==> config.mk <==
export PLATFORM = sky130hd
export DESIGN_NAME = cnt_pair_monitor
export DESIGN_NICKNAME = d
export VERILOG_FILES = /design/src/rtl/cnt_pair_pkg.sv /design/src/rtl/cnt_pair_monitor_cnt.sv /design/src/rtl/cnt_pair_monitor.sv
export SDC_FILE = /design/constraint.sdc
export NUM_CORES = 1
export LEC_CHECK = 0
export BUFFER_PORTS_ARGS = -buffer_cell sky130_fd_sc_hd__clkbuf_2
export CORE_MARGIN = 1.5
export CORE_UTILIZATION = 40
export DETAILED_ROUTE_END_ITERATION = 16
export GPL_TIMING_DRIVEN = 0
export SETUP_SLACK_MARGIN = 0.4
export SLEW_MARGIN = 20
export SYNTH_ARGS = -nofsm -noshare
export SYNTH_HDL_FRONTEND = slang
export SYNTH_HIERARCHICAL = 1
export SYNTH_SLANG_ARGS = --single-unit
==> constraint.sdc <==
create_clock -name CLK -period 6.2 [get_ports CLK]
set_clock_uncertainty 0.15 [all_clocks]
set_input_delay 1.55 -clock CLK [delete_from_list [all_inputs] [get_ports CLK]]
set_output_delay 1.55 -clock CLK [all_outputs]
set_load 0.01 [all_outputs]
==> src/rtl/cnt_pair_pkg.sv <==
// rtl/cnt_pair_pkg.sv - shared types and constants for the counter-pair monitor
package cnt_pair_pkg;

  typedef enum logic [1:0] {
    IDLE    = 2'd0,
    ARMED   = 2'd1,
    MEASURE = 2'd2
  } state_t;

  localparam int PW_DEF  = 16;
  localparam int EVW_DEF = 8;

  // Largest value representable in w bits; valid for w < 32.
  function automatic logic [31:0] period_sat(input int w);
    return (32'd1 << w) - 32'd1;
  endfunction

endpackage

==> src/rtl/cnt_pair_monitor_cnt.sv <==
// rtl/cnt_pair_monitor_cnt.sv - pulse counter with clear, load-one and saturate/wrap select
module pulse_cnt_sat
  import cnt_pair_pkg::*;
#(
  parameter int W   = 8,
  parameter bit SAT = 1'b1
) (
  input  logic         i_clk,
  input  logic         i_rst_n,
  input  logic         i_clr,
  input  logic         i_ld1,
  input  logic         i_inc,
  output logic [W-1:0] o_cnt
);

  localparam logic [W-1:0] MAX = W'(period_sat(W));

  logic [W-1:0] r_cnt;

  // Priority: clear, then load-one, then increment.
  always_ff @(posedge i_clk or negedge i_rst_n) begin
    if (!i_rst_n) begin
      r_cnt <= '0;
    end else if (i_clr) begin
      r_cnt <= '0;
    end else if (i_ld1) begin
      r_cnt <= W'(1);
    end else if (i_inc && !(SAT && (r_cnt == MAX))) begin
      r_cnt <= r_cnt + W'(1);
    end
  end

  assign o_cnt = r_cnt;

endmodule

==> src/rtl/cnt_pair_monitor.sv <==
// rtl/cnt_pair_monitor.sv - coincidence interval monitor for the dual counter stage
// Optional carry pulse counters enabled by PAIR_MON_CARRY_EN.
module cnt_pair_monitor
  import cnt_pair_pkg::*;
#(
  parameter int PW  = PW_DEF,
  parameter int EVW = EVW_DEF
) (
  input  logic           CLK,
  input  logic           rst_n,
  input  logic           en,
  input  logic           clr,
  input  logic           cntA_EQ_cntB,
  input  logic           CoutA,
  input  logic           CoutB,
  output logic [PW-1:0]  period,
  output logic [PW-1:0]  period_min,
  output logic [PW-1:0]  period_max,
  output logic [EVW-1:0] n_events,
  output logic           valid,
  output logic [1:0]     state
`ifdef PAIR_MON_CARRY_EN
  ,
  output logic [EVW-1:0] carriesA,
  output logic [EVW-1:0] carriesB
`endif
);

  state_t        r_state;
  logic [PW-1:0] r_period;
  logic [PW-1:0] r_min;
  logic [PW-1:0] r_max;
  logic          r_valid;
  logic          r_first;
  logic          r_eq_d;
  logic [PW-1:0] w_interval;
  logic          w_event;
  logic          w_take;

  // eq_d resets high so a level already present at reset release is not an event.
  always_ff @(posedge CLK or negedge rst_n) begin
    if (!rst_n) r_eq_d <= 1'b1;
    else        r_eq_d <= cntA_EQ_cntB;
  end

  assign w_event = cntA_EQ_cntB & ~r_eq_d;
  assign w_take  = en & ~clr & w_event & ((r_state == ARMED) | (r_state == MEASURE));

  pulse_cnt_sat #(.W(PW), .SAT(1'b1)) u_interval (
    .i_clk  (CLK),
    .i_rst_n(rst_n),
    .i_clr  (clr),
    .i_ld1  (w_take),
    .i_inc  (en & (r_state == MEASURE)),
    .o_cnt  (w_interval)
  );

  pulse_cnt_sat #(.W(EVW), .SAT(1'b1)) u_events (
    .i_clk  (CLK),
    .i_rst_n(rst_n),
    .i_clr  (clr),
    .i_ld1  (1'b0),
    .i_inc  (w_take),
    .o_cnt  (n_events)
  );

  always_ff @(posedge CLK or negedge rst_n) begin
    if (!rst_n) begin
      r_state  <= IDLE;
      r_period <= '0;
      r_min    <= '1;
      r_max    <= '0;
      r_valid  <= 1'b0;
      r_first  <= 1'b1;
    end else begin
      r_valid <= 1'b0;
      if (clr) begin
        r_period <= '0;
        r_min    <= '1;
        r_max    <= '0;
        r_first  <= 1'b1;
        r_state  <= en ? ARMED : IDLE;
      end else if (!en) begin
        r_state <= IDLE;
      end else begin
        case (r_state)
          IDLE:    r_state <= ARMED;
          ARMED:   if (w_event) r_state <= MEASURE;
          MEASURE: begin
            if (w_event) begin
              r_period <= w_interval;
              r_valid  <= 1'b1;
              r_first  <= 1'b0;
              if (r_first || (w_interval < r_min)) r_min <= w_interval;
              if (r_first || (w_interval > r_max)) r_max <= w_interval;
            end
          end
          default: r_state <= IDLE;
        endcase
      end
    end
  end

  assign period     = r_period;
  assign period_min = r_min;
  assign period_max = r_max;
  assign valid      = r_valid;
  assign state      = r_state;

`ifdef PAIR_MON_CARRY_EN
  pulse_cnt_sat #(.W(EVW), .SAT(1'b0)) u_carry_a (
    .i_clk  (CLK),
    .i_rst_n(rst_n),
    .i_clr  (clr),
    .i_ld1  (1'b0),
    .i_inc  (CoutA & en),
    .o_cnt  (carriesA)
  );

  pulse_cnt_sat #(.W(EVW), .SAT(1'b0)) u_carry_b (
    .i_clk  (CLK),
    .i_rst_n(rst_n),
    .i_clr  (clr),
    .i_ld1  (1'b0),
    .i_inc  (CoutB & en),
    .o_cnt  (carriesB)
  );
`else
  logic w_unused_carry;
  assign w_unused_carry = CoutA ^ CoutB;
`endif

endmodule

==> results of run 1 <==
[area by class of cell]
| type | count | area (µm²) |
|---|---|---|
| Buffer | 19 | 97.6 |
| Clock buffer | 11 | 131 |
| Clock inverter | 5 | 52.6 |
| Fill cell | 1056 | 5340 |
| Inverter | 40 | 150 |
| Multi-Input combinational cell | 311 | 2140 |
| Sequential cell | 77 | 1950 |
| Tap cell | 136 | 170 |
| Timing Repair Buffer | 64 | 345 |
[report_power, final]
group	internal, W	switching [W]	total [W]	leakage, nW
sequential	0.000506	0.00000361	0.000510	1.01
combinational	0.0000134	0.0000312	0.0000445	1.26
clock	0.000185	0.000182	0.000367	0.0947
[worst paths after layout]
path                                                 start                               end  slack [ns]  cells after the start
max                                                    clr  u_interval/o_cnt[12]$_DFFE_PN0P_        2.21                      9
max in group asynchronous                            rst_n         period_min[9]$_DFFE_PN1P_        4.24                      2
max reg2reg                u_interval/o_cnt[7]$_DFFE_PN0P_        period_min[15]$_DFFE_PN1P_        3.13                      8
min in group asynchronous                            rst_n        period_max[12]$_DFFE_PN0P_        1.01                      1
min reg2reg                            r_first$_DFFE_PN1P_               r_first$_DFFE_PN1P_        0.36                      2
min                                    r_first$_DFFE_PN1P_               r_first$_DFFE_PN1P_        0.36                      2
[Yosys cell counts, types with 10 or more instances]
master,n
a21oi_1,41
a22o_1,16
dfrtp_1,59
dfstp_2,18
ha_1,37
inv_1,40
nand2_1,54
nand3_1,14
nand4_1,15
nor3_1,10
o32a_1,15
[per-layer routing]
layer / share of wire, % / wire (µm) / global-route usage (%) / vias up
met3: 4.3 / 484 / 3.04 / 7
met5: 0 / 0 / 0 / -
met1: 47 / 5250 / 27.8 / 1806
met4: 1.2 / 138 / 8.29 / 0
met2: 47 / 5290 / 33.5 / 101
li1: - / - / - / 1795
[state kept, by name, indices dropped and copies added, names as in the netlist]
signal	flops
period	16
period_max	16
period_min	16
u_interval/o_cnt	16
u_events/o_cnt	8
state	2
r_eq_d	1
r_first	1
valid	1
[kinds of logic after synthesis]
family                     count (synthesis)
buffers and inverters                     59
adders and majority gates                 37
other                                      1
and+or+nand+nor                          150
AOI/OAI and AO/OA                        111
xor gates and xnor gates                   1
DFF                                       77
muxes                                      5
[critical path, cell delays in order]
cell and delay [ns]:
clkbuf_2 0.23, buf_2 0.29, buf_1 0.41, inv_1 0.21
nand3_1 0.11, nor2_1 0.18, or2_2 0.33, dlygate4sd1_1 0.36
o41ai_1 0.39
[placed cells by master, fill, tap and decap left out, types with 7 or more instances in the layout]
master and n:
clkbuf_2 65, dfrtp_1 59, nand2_1 54, a21oi_1 41
inv_1 40, ha_1 37, dfstp_2 18, a22o_1 16
nand4_1 15, o32a_1 15, nand3_1 14, nor3_1 10
nor2_1 9, o21ai_0 9, nor4_1 9, clkbuf_8 9
or3_1 8, clkbuf_1 8, conb_1 7
[per-stage QoR]
stage | util (%) | power [W] | instance area, µm² | instances
finish | 48.5 | 0.000921 | 5030 | 663
global placement | 46.5 | 0.000562 | 4820 | 646
detailed placement | 46.8 | 0.000565 | 4850 | 647
floorplan | - | 0.000540 | 4330 | 447
CTS | 48.5 | 0.000936 | 5030 | 663
global route | 48.5 | 0.000962 | 5030 | 663
==> flow_summary.json, run 1 <==
{
  "status": "finished, final reports clean",
  "min_period_ns": 3.99,
  "yosysUniqueCellTypes": 61,
  "clk_pin_slew_ns": 0.07,
  "vias": 3709,
  "cts_resized": 0,
  "grt_pass1_vias": 3657,
  "synthMuxAreaShare_pct": 1.16,
  "detail-route-antenna-nets": 0,
  "synth_top_flop_cell": "dfrtp_1",
  "timing.final.crit_share_pct": 64.4,
  "hpwl_mm": 8.07,
  "core_mm2": 0.0104,
  "yosys.area.top_type": "dfrtp_1",
  "clock-sinks": 77,
  "grt_pass1_wl_mm": 18.4,
  "crit_type": "primary input to flip-flop",
  "min_path_type": "flip-flop to flip-flop",
  "drc": 0,
  "grt_use_total_pct": 20.7,
  "yosysSeqAreaShare_pct": 45.2,
  "finalSetupViolCount": 0,
  "power.density_mw_per_mm2": 183,
  "cts_buffer_depth": 2,
  "setup_ws_ns": 2.21,
  "die_y_um": 107,
  "cp-end-kind": "flip-flop",
  "cts-hold-fix-buffers": 0,
  "slew_headroom_pct": 46.0,
  "place_ws_ns": 1.84,
  "worst_pin_slew_ns": 0.807,
  "routed_via_density": 5.59,
  "synth_edf_count": 0,
  "grt_setup_unrepaired": "no",
  "drive_above_1_share_pct": 22.2,
  "drt-pass1-iter-count": 4,
  "synth-simple-area-share_pct": 18.5,
  "worstPathArrival_ns": 4.07,
  "synth_top_family_by_area": "simple AND/OR/NAND/NOR gates",
  "grt_max_degree": 48,
  "fp.dieW_um": 107,
  "post-cts-setup-buffer-count": 0,
  "cts_buffers": 9,
  "max_cap_violations": 0,
  "insertion_delay_ns": 0.35,
  "io_buffers": 63,
  "antenna_cells": 0,
  "nets": 566,
  "syn_area_mm2": 0.00431,
  "wl_mm": 11.2,
  "gp_congestion": 0.822,
  "antenna_found_initial": 0,
  "ys_warn_count": 6,
  "finalHoldViolations": 0,
  "drt-initial-drc-count": 209,
  "ys_top_cells_by_area": "dfrtp_1 (34%), dfstp_2 (11%), ha_1 (11%), a21oi_1 (4.8%), nand2_1 (4.7%)",
  "synthArstFlopShare_pct": 100,
  "post_synth.cell_area_avg_um2": 9.77,
  "num_io_pins": 66,
  "synthToLayoutAreaGrowth_pct": 16.7,
  "die_area_mm2": 0.0114,
  "cts_tree": "yes",
  "netlist_instances": 441,
  "holdWs_ns": 0.360,
  "synth_compound_area_share_pct": 18.3,
  "cp.required_ns": 6.27,
  "overflow": 0,
  "cp_max_fo": 12,
  "ys_ff_latch": 77,
  "htreeDepth": 3,
  "power.leakage_nw": 2.36,
  "synth_top_area_share_pct": 34.3,
  "peakVddDrop_v": 0.0000834,
  "root_buffer": "clkbuf_8",
  "yosys.area_share.adder_pct": 10.7,
  "timing.fmax_mhz": 250,
  "finalSetupTns_ns": 0,
  "initial_utilization_pct": 41.6,
  "synth_xor_xnor_area_share_pct": 0.203,
  "critPathLaunchType": "primary input",
  "final_max_slew_viol_count": 0,
  "num_rows": 37,
  "wl_per_cell_um": 16.8
}
Note: power is estimated with default switching activity, not from simulation.
==> inputs of run 2 (changes only) <==
clock period = 3.45 ns   (was 6.2 ns; I/O delays follow)
==> run 2 against run 1 <==
Clock-buffer cell count did not move. Worst hold slack got worse by 0.039 ns. Clock power rose by 81%. Largest cell class unchanged. Utilization up 0.54 points. Highest routed layer unchanged. Wire length up 0.99%. Final area increased by 1.1%. Sequential share of layout area decreased by 0.35 points. Die area is the same. Setup slack got worse by 1.7 ns. Final cell count is 0.45% higher. Register-to-register slack lost 2.6 ns. Sequential power is 80% higher.
==> flow_summary.json, run 2 (same netlist as run 1, synthesis figures left out) <==
{
  "status": "finished, final reports clean",
  "root_buffer": "clkbuf_8",
  "slowest_delay_ns": 0.55,
  "grt_setup_unrepaired": "no",
  "htreeDepth": 3,
  "r2r_setup_slack_ns": 0.51,
  "finalSetupViolCount": 0,
  "drt-initial-drc-count": 190,
  "timing.fmax_mhz": 340,
  "worstReg2RegStart": "period_min[7]$_DFFE_PN1P_",
  "synthToLayoutAreaGrowth_pct": 18.1,
  "post_dp_cell_area_mm2": 0.00485,
  "top_layer": "met4",
  "timing.final.crit_share_pct": 85.3,
  "cp_max_fo": 10,
  "fp.dieW_um": 107,
  "rr_endpoint": "period_min[15]$_DFFE_PN1P_",
  "clk_pin_slew_ns": 0.08,
  "die_y_um": 107,
  "vias": 3722,
  "io_buffers": 63,
  "cts_buffer_depth": 2,
  "crit_end": "period_min[15]$_DFFE_PN1P_",
  "drive_above_1_share_pct": 23.8,
  "wl_mm": 11.3,
  "cts-hold-fix-buffers": 0,
  "finalHoldViolations": 0,
  "routed_via_density": 5.59,
  "layout_commonest_cell": "clkbuf_2",
  "min_path_type": "primary input to asynchronous set/reset pin",
  "drt-pass1-iter-count": 4,
  "finalSetupTns_ns": 0,
  "final_cell_mix": "clkbuf_2 (65), dfrtp_1 (56), nand2_1 (54)",
  "ff2ff_path_depth": 9,
  "core_mm2": 0.0104,
  "cp.required_ns": 3.57,
  "path_depth": 9,
  "num_io_pins": 66,
  "die_area_mm2": 0.0114,
  "insertion_delay_ns": 0.35,
  "num_rows": 37,
  "worstPathArrival_ns": 3.06,
  "antenna_cells": 0,
  "gp_congestion": 0.822,
  "antenna_found_initial": 0,
  "startpoint": "period_min[7]$_DFFE_PN1P_",
  "clock-sinks": 77,
  "power.density_mw_per_mm2": 326,
  "critPathLaunchType": "flip-flop",
  "hpwl_mm": 8.07,
  "worst_pin_slew_ns": 0.659,
  "power.leakage_nw": 2.39,
  "grt_max_degree": 48,
  "min_period_ns": 2.94,
  "final_max_slew_viol_count": 0,
  "initial_utilization_pct": 41.6,
  "crit_type": "flip-flop to flip-flop",
  "design_area_mm2": 0.00509,
  "cts_tree": "yes",
  "cp-end-kind": "flip-flop",
  "critPathTopFamily": "simple AND/OR/NAND/NOR gates",
  "met3_length_um": 517,
  "critPathSlowestCell": "dfstp_2",
  "detail-route-antenna-nets": 0,
  "overflow": 0,
  "drc": 0,
  "cp_cell_sequence": "inv_1 > ha_1 > nand3_1 > or3_1 > or4_1 > a31oi_4 > nor2_2 > buf_6 > o32a_1",
  "wl_met2_mm": 5.32,
  "peakVddDrop_v": 0.000153,
  "cts_buffers": 9,
  "grt_pass1_wl_mm": 18.4,
  "slew_headroom_pct": 55.5,
  "max_cap_violations": 0,
  "wl_per_cell_um": 16.9,
  "drt-met1-wl_mm": 5.26,
  "grt_pass1_vias": 3657,
  "crit_buf_inv": 2,
  "grt_use_total_pct": 20.7,
  "nets": 569
}
run 2: changes by cell type in the layout (fill, tap and decap cells not counted), moves of 2 or more:
cell      change
clkbuf_4      +2
dfrtp_2       +3
buf_4         +3
dfrtp_1       -3
run 2: cell type report:
cell class	instances	area, µm²
sequential	77	1950
inverter	40	150
multi-input combinational	311	2160
tap	136	170
buffer	19	104
timing repair buffer	67	368
clock inverter	5	52.6
clock buffer	11	131
fill	1055	5280
run 2: timing repair:
action,CTS,global route
gates cloned,0,0
endpoints found under the hold margin,0,0
buffers inserted,0,3
setup endpoints to repair,16,23
pin swaps,0,0
gates resized for setup,2,8
run 2: worst reg2reg max path, stage by stage, from the launching register on:
cell and delay (ns):
dfstp_2 0.55, inv_1 0.04, ha_1 0.33, nand3_1 0.09, or3_1 0.38, or4_1 0.53
a31oi_4 0.23, nor2_2 0.12, buf_6 0.16, o32a_1 0.29
run 2: report_power, final:
part | leakage [nW] | total [W] | switching, W | internal [W]
clock network | 0.0947 | 0.000663 | 0.000331 | 0.000332
registers | 1.01 | 0.000916 | 0.00000653 | 0.000909
logic | 1.29 | 0.0000818 | 0.0000569 | 0.0000249
run 2: worst min path at each step:
stage	from	depth (start not counted)	slack, ns	to
after CTS	rst_n	1	0.34	u_interval/o_cnt[13]$_DFFE_PN0P_
after detailed placement	r_first$_DFFE_PN1P_	2	0.35	r_first$_DFFE_PN1P_
after global routing	rst_n	1	0.35	period_max[12]$_DFFE_PN0P_
after global placement	r_first$_DFFE_PN1P_	2	0.34	r_first$_DFFE_PN1P_
after floorplan	r_first$_DFFE_PN1P_	2	0.31	r_first$_DFFE_PN1P_
final	rst_n	1	0.32	period_max[12]$_DFFE_PN0P_
run 2: per-stage QoR:
step / worst slack, ns / utilization [%] / total power, W / hold WS [ns] / instances
after CTS: 0.413 / 48.6 / 0.00168 / 0.336 / 663
final: 0.506 / 49.1 / 0.00166 / 0.321 / 666
after detailed placement: -0.225 / 46.8 / 0.00102 / 0.347 / 647
after global routing: 0.407 / 49.1 / 0.00173 / 0.354 / 666
after global placement: -0.176 / 46.5 / 0.00101 / 0.342 / 646
after floorplan: 0.649 / - / 0.000970 / 0.308 / 447
run 2: per-layer routing:
layer  track usage, %  vias up
li1                 -     1799
met1             27.8     1808
met2             33.5      104
met3             3.04       11
met4             8.29        0
met5                0        -
